==> src/rtl/microc_stk.sv <==
// Microcontroller datapath: PC, decode, register file, 8-op ALU, zero flag,
// skip and a hardware return-address stack. Optional carry flag: MICROC_CARRY_EN.
module microc_stk #(
    parameter int DW     = 8,
    parameter int PCW    = 10,
    parameter int RAW    = 4,
    parameter int SDEPTH = 4,
    localparam int IW    = 6 + 3 * RAW,
    localparam int SPW   = $clog2(SDEPTH + 1)
) (
    input  logic           clk,
    input  logic           reset,
    input  logic [IW-1:0]  instr,
    input  logic           s_inc,
    input  logic           s_skip,
    input  logic           s_inm,
    input  logic           we3,
    input  logic [2:0]     op,
    input  logic           push,
    input  logic           pop,
    output logic [PCW-1:0] iaddr,
    output logic [5:0]     opcode,
    output logic           z,
    output logic [SPW-1:0] sp,
    output logic           stk_err
`ifdef MICROC_CARRY_EN
    ,
    output logic           c
`endif
);

    localparam int NREG = 2 ** RAW;
    localparam int IDXW = (SDEPTH > 1) ? $clog2(SDEPTH) : 1;

    logic [RAW-1:0] ra1, ra2, wa;
    logic [DW-1:0]  imm;
    logic [PCW-1:0] target;

    logic [DW-1:0]  rf_q [NREG];
    logic [DW-1:0]  a_val, b_val, alu_y, wd;

    logic [PCW-1:0] pc_q, pc_d, pc_plus1;
    logic [SPW-1:0] sp_q, sp_d;
    logic           err_q, err_d;
    logic           z_q, z_d;
    logic           push_en;
    logic [PCW-1:0] stk_q [SDEPTH];
    logic [PCW-1:0] stk_top;

    assign ra1    = instr[3*RAW-1:2*RAW];
    assign ra2    = instr[2*RAW-1:RAW];
    assign wa     = instr[RAW-1:0];
    assign imm    = instr[RAW+DW-1:RAW];
    assign target = instr[PCW-1:0];
    assign opcode = instr[IW-1:IW-6];

    // R0 is hard-wired to zero on the read side; writes to it never land.
    assign a_val = (ra1 == '0) ? '0 : rf_q[ra1];
    assign b_val = (ra2 == '0) ? '0 : rf_q[ra2];

    always_comb begin
        alu_y = a_val;
        case (op)
            3'b000:  alu_y = a_val;
            3'b001:  alu_y = ~a_val;
            3'b010:  alu_y = a_val + b_val;
            3'b011:  alu_y = a_val - b_val;
            3'b100:  alu_y = a_val & b_val;
            3'b101:  alu_y = a_val | b_val;
            3'b110:  alu_y = '0 - a_val;
            default: alu_y = '0 - b_val;
        endcase
    end

    assign wd       = s_inm ? imm : alu_y;
    assign z_d      = s_inm ? z_q : (alu_y == '0);
    assign pc_plus1 = pc_q + PCW'(1);
    assign stk_top  = stk_q[IDXW'(sp_q - SPW'(1))];

    // Pop outranks everything, including a simultaneous push.
    always_comb begin
        pc_d    = pc_plus1;
        sp_d    = sp_q;
        err_d   = err_q;
        push_en = 1'b0;
        if (pop) begin
            if (sp_q != '0) begin
                pc_d = stk_top;
                sp_d = sp_q - SPW'(1);
            end else begin
                err_d = 1'b1;
            end
            if (push) begin
                err_d = 1'b1;
            end
        end else if (!s_inc) begin
            pc_d = target;
            if (push) begin
                if (sp_q < SPW'(SDEPTH)) begin
                    push_en = 1'b1;
                    sp_d    = sp_q + SPW'(1);
                end else begin
                    err_d = 1'b1;
                end
            end
        end else if (s_skip) begin
            pc_d = pc_q + PCW'(2);
        end
    end

    always_ff @(posedge clk) begin
        if (!reset) begin
            pc_q  <= '0;
            sp_q  <= '0;
            err_q <= 1'b0;
            z_q   <= 1'b0;
            for (int i = 0; i < NREG; i++) begin
                rf_q[i] <= '0;
            end
        end else begin
            pc_q  <= pc_d;
            sp_q  <= sp_d;
            err_q <= err_d;
            z_q   <= z_d;
            if (we3 && (wa != '0)) begin
                rf_q[wa] <= wd;
            end
        end
    end

    always_ff @(posedge clk) begin
        if (reset && push_en) begin
            stk_q[IDXW'(sp_q)] <= pc_plus1;
        end
    end

`ifdef MICROC_CARRY_EN
    logic          c_q, c_d;
    logic [DW:0]   sum_ext;

    assign sum_ext = {1'b0, a_val} + {1'b0, b_val};

    always_comb begin
        c_d = c_q;
        if (!s_inm && (op == 3'b010)) begin
            c_d = sum_ext[DW];
        end else if (!s_inm && (op == 3'b011)) begin
            c_d = (a_val < b_val);
        end
    end

    always_ff @(posedge clk) begin
        if (!reset) begin
            c_q <= 1'b0;
        end else begin
            c_q <= c_d;
        end
    end

    assign c = c_q;
`endif

    assign iaddr   = pc_q;
    assign z       = z_q;
    assign sp      = sp_q;
    assign stk_err = err_q;

endmodule

==> config.mk <==
export PLATFORM = sky130hd
export DESIGN_NAME = microc_stk
export DESIGN_NICKNAME = d
export VERILOG_FILES = /design/src/rtl/microc_stk.sv
export SDC_FILE = /design/constraint.sdc
export NUM_CORES = 1
export LEC_CHECK = 0
export CORE_MARGIN = 4
export CORE_UTILIZATION = 40
export CTS_CLUSTER_SIZE = 20
export DETAILED_ROUTE_END_ITERATION = 6
export DONT_BUFFER_PORTS = 1
export GPL_TIMING_DRIVEN = 0
export PLACE_DENSITY = 0.59
export SLEW_MARGIN = 15
export SYNTH_ARGS = -nofsm -noshare
export SYNTH_HDL_FRONTEND = slang
export SYNTH_SLANG_ARGS = --single-unit
==> constraint.sdc <==
create_clock -name clk -period 9.6 [get_ports clk]
set_input_delay 1.44 -clock clk [delete_from_list [all_inputs] [get_ports clk]]
set_output_delay 1.44 -clock clk [all_outputs]
set_load 0.005 [all_outputs]
---- Yosys cells after proc, flatten, opt, wreduce, memory -nomap -nowiden ----
Memories as Yosys holds them, arrays and structs flattened.
Cells that the tools add are included.
word-level totals
  bits in registers ....................... 15
  RAM bits ................................ 168
  input port bits ......................... 29
  output and inout port bits .............. 21
  logic and storage cells ................. 73
  memories kept ........................... 2
memory list
  name   words  bits a word  read ports  clocked after Yosys merged registers in  wr ports  line  RTL
  rf_q   16     8            2           0                                        16        39    logic [DW-1:0] rf_q [NREG];
  stk_q  4      10           1           0                                        1         47    logic [PCW-1:0] stk_q [SDEPTH];
operators by class
  $add $sub $neg .......................... 8
  magnitude comparators ................... 1
  eq/ne operators ......................... 10
  multiplexer cells ....................... 32
  bitwise gates (word level) .............. 3
  reductions and logical operators ........ 13
operator list
  kind                                                   number
  case mux 8 bit (7 select lines)                        1
  two-way mux 10 bit                                     4
  two-way mux 8 bit                                      4
  two-way mux 1 bit                                      17
  subtractor 1 x 8 -> 8 bit, first input constant        2
  two-way mux 3 bit                                      5
  adder 10 x 1 -> 10 bit, second input constant          1
  adder 10 x 2 -> 10 bit, second input constant          1
  == test 3 bit, second input constant                   3
  adder 8 bit                                            1
  AND 8 bit                                              1
  logical NOT 4 bit                                      2
  logical NOT 8 bit                                      1
  NOT 8 bit                                              1
  OR 8 bit                                               1
  AND reduction 4 bit                                    2
  OR reduction 8 bit                                     1
  subtractor 8 bit                                       1
  == test 3 x 2 -> 1 bit, second input constant          2
  two-way mux 4 bit                                      1
  inequality test 2 x 1 -> 1 bit, second input constant  2
  inequality test 2 bit, second input constant           2
  nonzero test 2 bit                                     2
  nonzero test 4 bit                                     1
  other kinds (7)                                        8

---- Longest topological paths before layout ----
  word-level depth ........................ 8
  mapped depth ............................ 22
  depth with buffers taken out ............ 18

---- Worst setup path before layout ----
OpenSTA, ideal clock, no wires.
  path kind ............................... input to register
  from .................................... input port instr[4]
  to ...................................... memory rf_q[5][5] (data pin)
  library setup time ...................... 0.264 ns
  arrival ................................. 5.441 ns
  setup slack ............................. 3.896 ns
  cell stages on the path ................. 20
  path through ............................ buf_6 > buf_4 > buf_4 > mux4_2 > a22oi_1 > o21ai_0 > inv_1 > ha_1 > a21oi_1 > ha_1 > nor2b_1 > o21ai_0 > a21boi_0 > o21a_1 > or3_1 > nand3_1 > a221oi_1 > o31ai_2 > buf_2 > nor2_1
RTL lines
  item             line  RTL
  start, declared  13    input logic [IW-1:0] instr,
  end, declared    39

==> flow_summary.json <==
{
  "cp.arrival_ns": 6.94,
  "design_area_sq_mm": 0.01193,
  "synth_fa_ha_area_frac": 0.02354,
  "grt_overflow_total": 0,
  "ant_nets": 0,
  "holdBufCountCts": 0,
  "drive_above_1_share": 0.1371,
  "grt_max_degree": 22,
  "start_util": 0.4046,
  "synth_area_leader_cell": "edfxtp_1",
  "crit_top_cell": "buf_2",
  "yosys.area_share.simple": 0.1355,
  "ir_worst_vdd_v": 0.0001803,
  "leakage_nw": 4.390,
  "finClkSkew_ns": 0.01283,
  "synth_top_area_share": 0.4653,
  "critPathLaunchType": "primary input",
  "hpwl_um": 24980,
  "syn_area_sq_mm": 0.01084,
  "synth.area.mux_share": 0.1754,
  "period_share": 0.7049,
  "cts-htree-levels": 4,
  "synthArstFlopShare": 0,
  "cp_max_fo": 10,
  "ioPinCount": 50,
  "cts.sink_count": 183,
  "path_clk_slew_ns": 0.08,
  "syn_area_per_cell_sq_um": 11.38,
  "area_delta_synth_final_pct": 9.993,
  "synth_area_leaders": "edfxtp_1, mux2i_1, mux4_2",
  "cts_tree": "built",
  "grt_pass1_vias": 8098,
  "yosysWarnings": 0,
  "rows": 60,
  "synth_most_common_cell": "edfxtp_1",
  "yosysUniqueCellTypes": 73,
  "critical_path.top_delay_family": "compound AO/OA/AOI/OAI gates",
  "worstHoldPathType": "flop to flop",
  "power_density_mw_per_mm2": 193.0,
  "synth-seq-cells": 183,
  "grt_use_total": 0.2294,
  "fmax_mhz": 147.8,
  "die_x_um": 172.6,
  "ctsResizeCount": 0,
  "nets": 1027,
  "critPathMaxStageDelay_ns": 0.56,
  "cts_buffer_depth": 2,
  "hold_viol_final": 0,
  "grt_setup_unrepaired": "no",
  "first_pass_iters": 5,
  "slew_headroom": 0.2580,
  "post-route-min-period_ns": 6.767,
  "synth-xor-area-share": 0.02019,
  "syn-instance-count": 953,
  "synth_top_family_by_area": "multiplexers",
  "holdWs_ns": 0.5129,
  "vias": 8237,
  "worst-path-buf-inv": 5,
  "synth_compound_area_frac": 0.1112,
  "drt_iter0_drc": 949,
  "wirelength_um": 34790,
  "drv_slew": 0,
  "path_class": "primary input to flop",
  "n_fill_cell": 2498,
  "stdcell_count": 1333,
  "place.gp.congestion": 0.9533,
  "fp.dieH_um": 172.6,
  "insertion_delay_ns": 0.45,
  "post_cts_buffers": 0,
  "wire_per_inst_um": 26.10,
  "outcome": "complete, no violations",
  "cap_violations": 0,
  "worst_pin_slew_ns": 1.110,
  "cts_made_buffers": 17,
  "grt_pass1_wl_um": 51500,
  "setup_viol": 0,
  "diodes": 0,
  "synthTopCellsByCount": "edfxtp_1, nor2_1, mux2i_1, nand2_1, a21oi_1",
  "place_area_sq_mm": 0.01130,
  "antenna_found_initial": 0,
  "setup-tns-final_ns": 0,
  "cts_root_buf": "clkbuf_16",
  "synth-main-ff-cell": "edfxtp_1",
  "io_buffers": 0,
  "cp.required_ns": 9.77,
  "cp_slowest_cell": "o31ai_2",
  "drc": 0,
  "synth_edf_count": 168,
  "cp-end-kind": "flop",
  "core_region_area_sq_mm": 0.02680,
  "crit_chain": "buf_2 > buf_2 > buf_2 > mux4_2 > a22oi_1 > o21ai_0 > inv_1 > ha_1 > a21oi_1 > ha_1 > nor2b_1 > o21ai_0 > a21boi_0 > o21a_1 > or3_1 > nand3_1 > a221oi_1 > o31ai_2 > buf_2 > nor2_1",
  "viasPerCell": 6.179,
  "ys_seq_area_frac": 0.4930,
  "placed_cells": 1301,
  "dieArea_sq_mm": 0.02980
}
-- worst paths after layout --
kind                                           startpoint                       end  slack [ns]  cells past startpoint
worst max-delay path                             instr[5]  rf_q[8][5]$_SDFFCE_PN0P_        2.83                     20
worst min-delay path                 stk_err$_SDFFE_PN0P_      stk_err$_SDFFE_PN0P_        0.51                      2
worst max register to register  rf_q[12][0]$_SDFFCE_PN0P_  rf_q[8][5]$_SDFFCE_PN0P_        4.27                     18
worst min register to register       stk_err$_SDFFE_PN0P_      stk_err$_SDFFE_PN0P_        0.51                      2
-- sequential cells by signal (all words and copies together), names as in the netlist --
register  count
stk_err       1
sp            3
stk_q        40
rf_q        128
z             1
iaddr        10
-- where the power goes --
group	internal, mW	switching, mW
clock network	0.358	0.368
logic	0.238	0.363
registers	0.929	0.0456
-- worst min-delay path, delay by kind of cell (launching register included) --
family           cells  cell delay (ns)
DFF                  1             0.33
and+or+nand+nor      2             0.14
-- layout make-up --
type	instances	area [sq um]	area share
sequential	183	5345	0.4482
multi-input combinational	689	5096	0.4273
tap	341	426.7	0.03577
clock buffer	17	425.4	0.03567
buffer	66	361.6	0.03032
clock inverter	15	188.9	0.01584
inverter	22	82.58	0.006924
-- cell usage in the layout, fill, tap and decap left out, types with 4 or more instances in the layout --
| master | n |
|---|---|
| nand2b_1 | 11 |
| clkbuf_16 | 17 |
| mux4_2 | 35 |
| clkinv_8 | 5 |
| or3_1 | 6 |
| nor3_1 | 23 |
| nor2_1 | 151 |
| nand2_1 | 59 |
| buf_4 | 17 |
| and2_1 | 7 |
| o22ai_1 | 10 |
| ha_1 | 18 |
| mux2i_1 | 81 |
| a22oi_1 | 20 |
| a21o_1 | 4 |
| nor2b_1 | 15 |
| edfxtp_1 | 168 |
| o21a_1 | 5 |
| buf_1 | 4 |
| buf_6 | 5 |
| buf_2 | 9 |
| clkbuf_1 | 30 |
| nand3_1 | 18 |
| inv_1 | 20 |
| nand4_1 | 5 |
| mux2_2 | 20 |
| xor2_1 | 11 |
| and3_1 | 10 |
| o21ai_0 | 28 |
| a221oi_1 | 4 |
| xnor2_1 | 14 |
| dfxtp_1 | 15 |
| a211oi_1 | 20 |
| a21oi_1 | 37 |
| conb_1 | 8 |
| or2_2 | 4 |
| a31oi_1 | 6 |
| inv_8 | 5 |
-- per-stage QoR --
step | utilization | setup slack [ns] | total power, mW
6_report | 0.4450 | 2.833 | 2.301
5_1_grt | 0.4450 | 2.652 | 2.396
4_1_cts | 0.4444 | 3.022 | 2.301
3_5_place_dp | 0.4215 | 2.555 | 1.585
3_3_place_gp | 0.4215 | 2.617 | 1.580
2_1_floorplan | - | 3.896 | 1.410
-- layer usage --
metal / routed length, um / global-route usage
met1: 14080 / 0.3012
met5: 0 / 0
met4: 860 / 0.06420
met2: 16520 / 0.3793
met3: 3327 / 0.05969
-- kinds of logic after synthesis --
| group | after synthesis |
|---|---|
| compound gates | 174 |
| mux | 140 |
| other cells | 1 |
| fa+ha+maj | 20 |
| simple gates | 322 |
| buf+inv | 88 |
| xor+xnor | 25 |
| flops | 183 |
No activity file was read; power rests on OpenSTA's default activity.
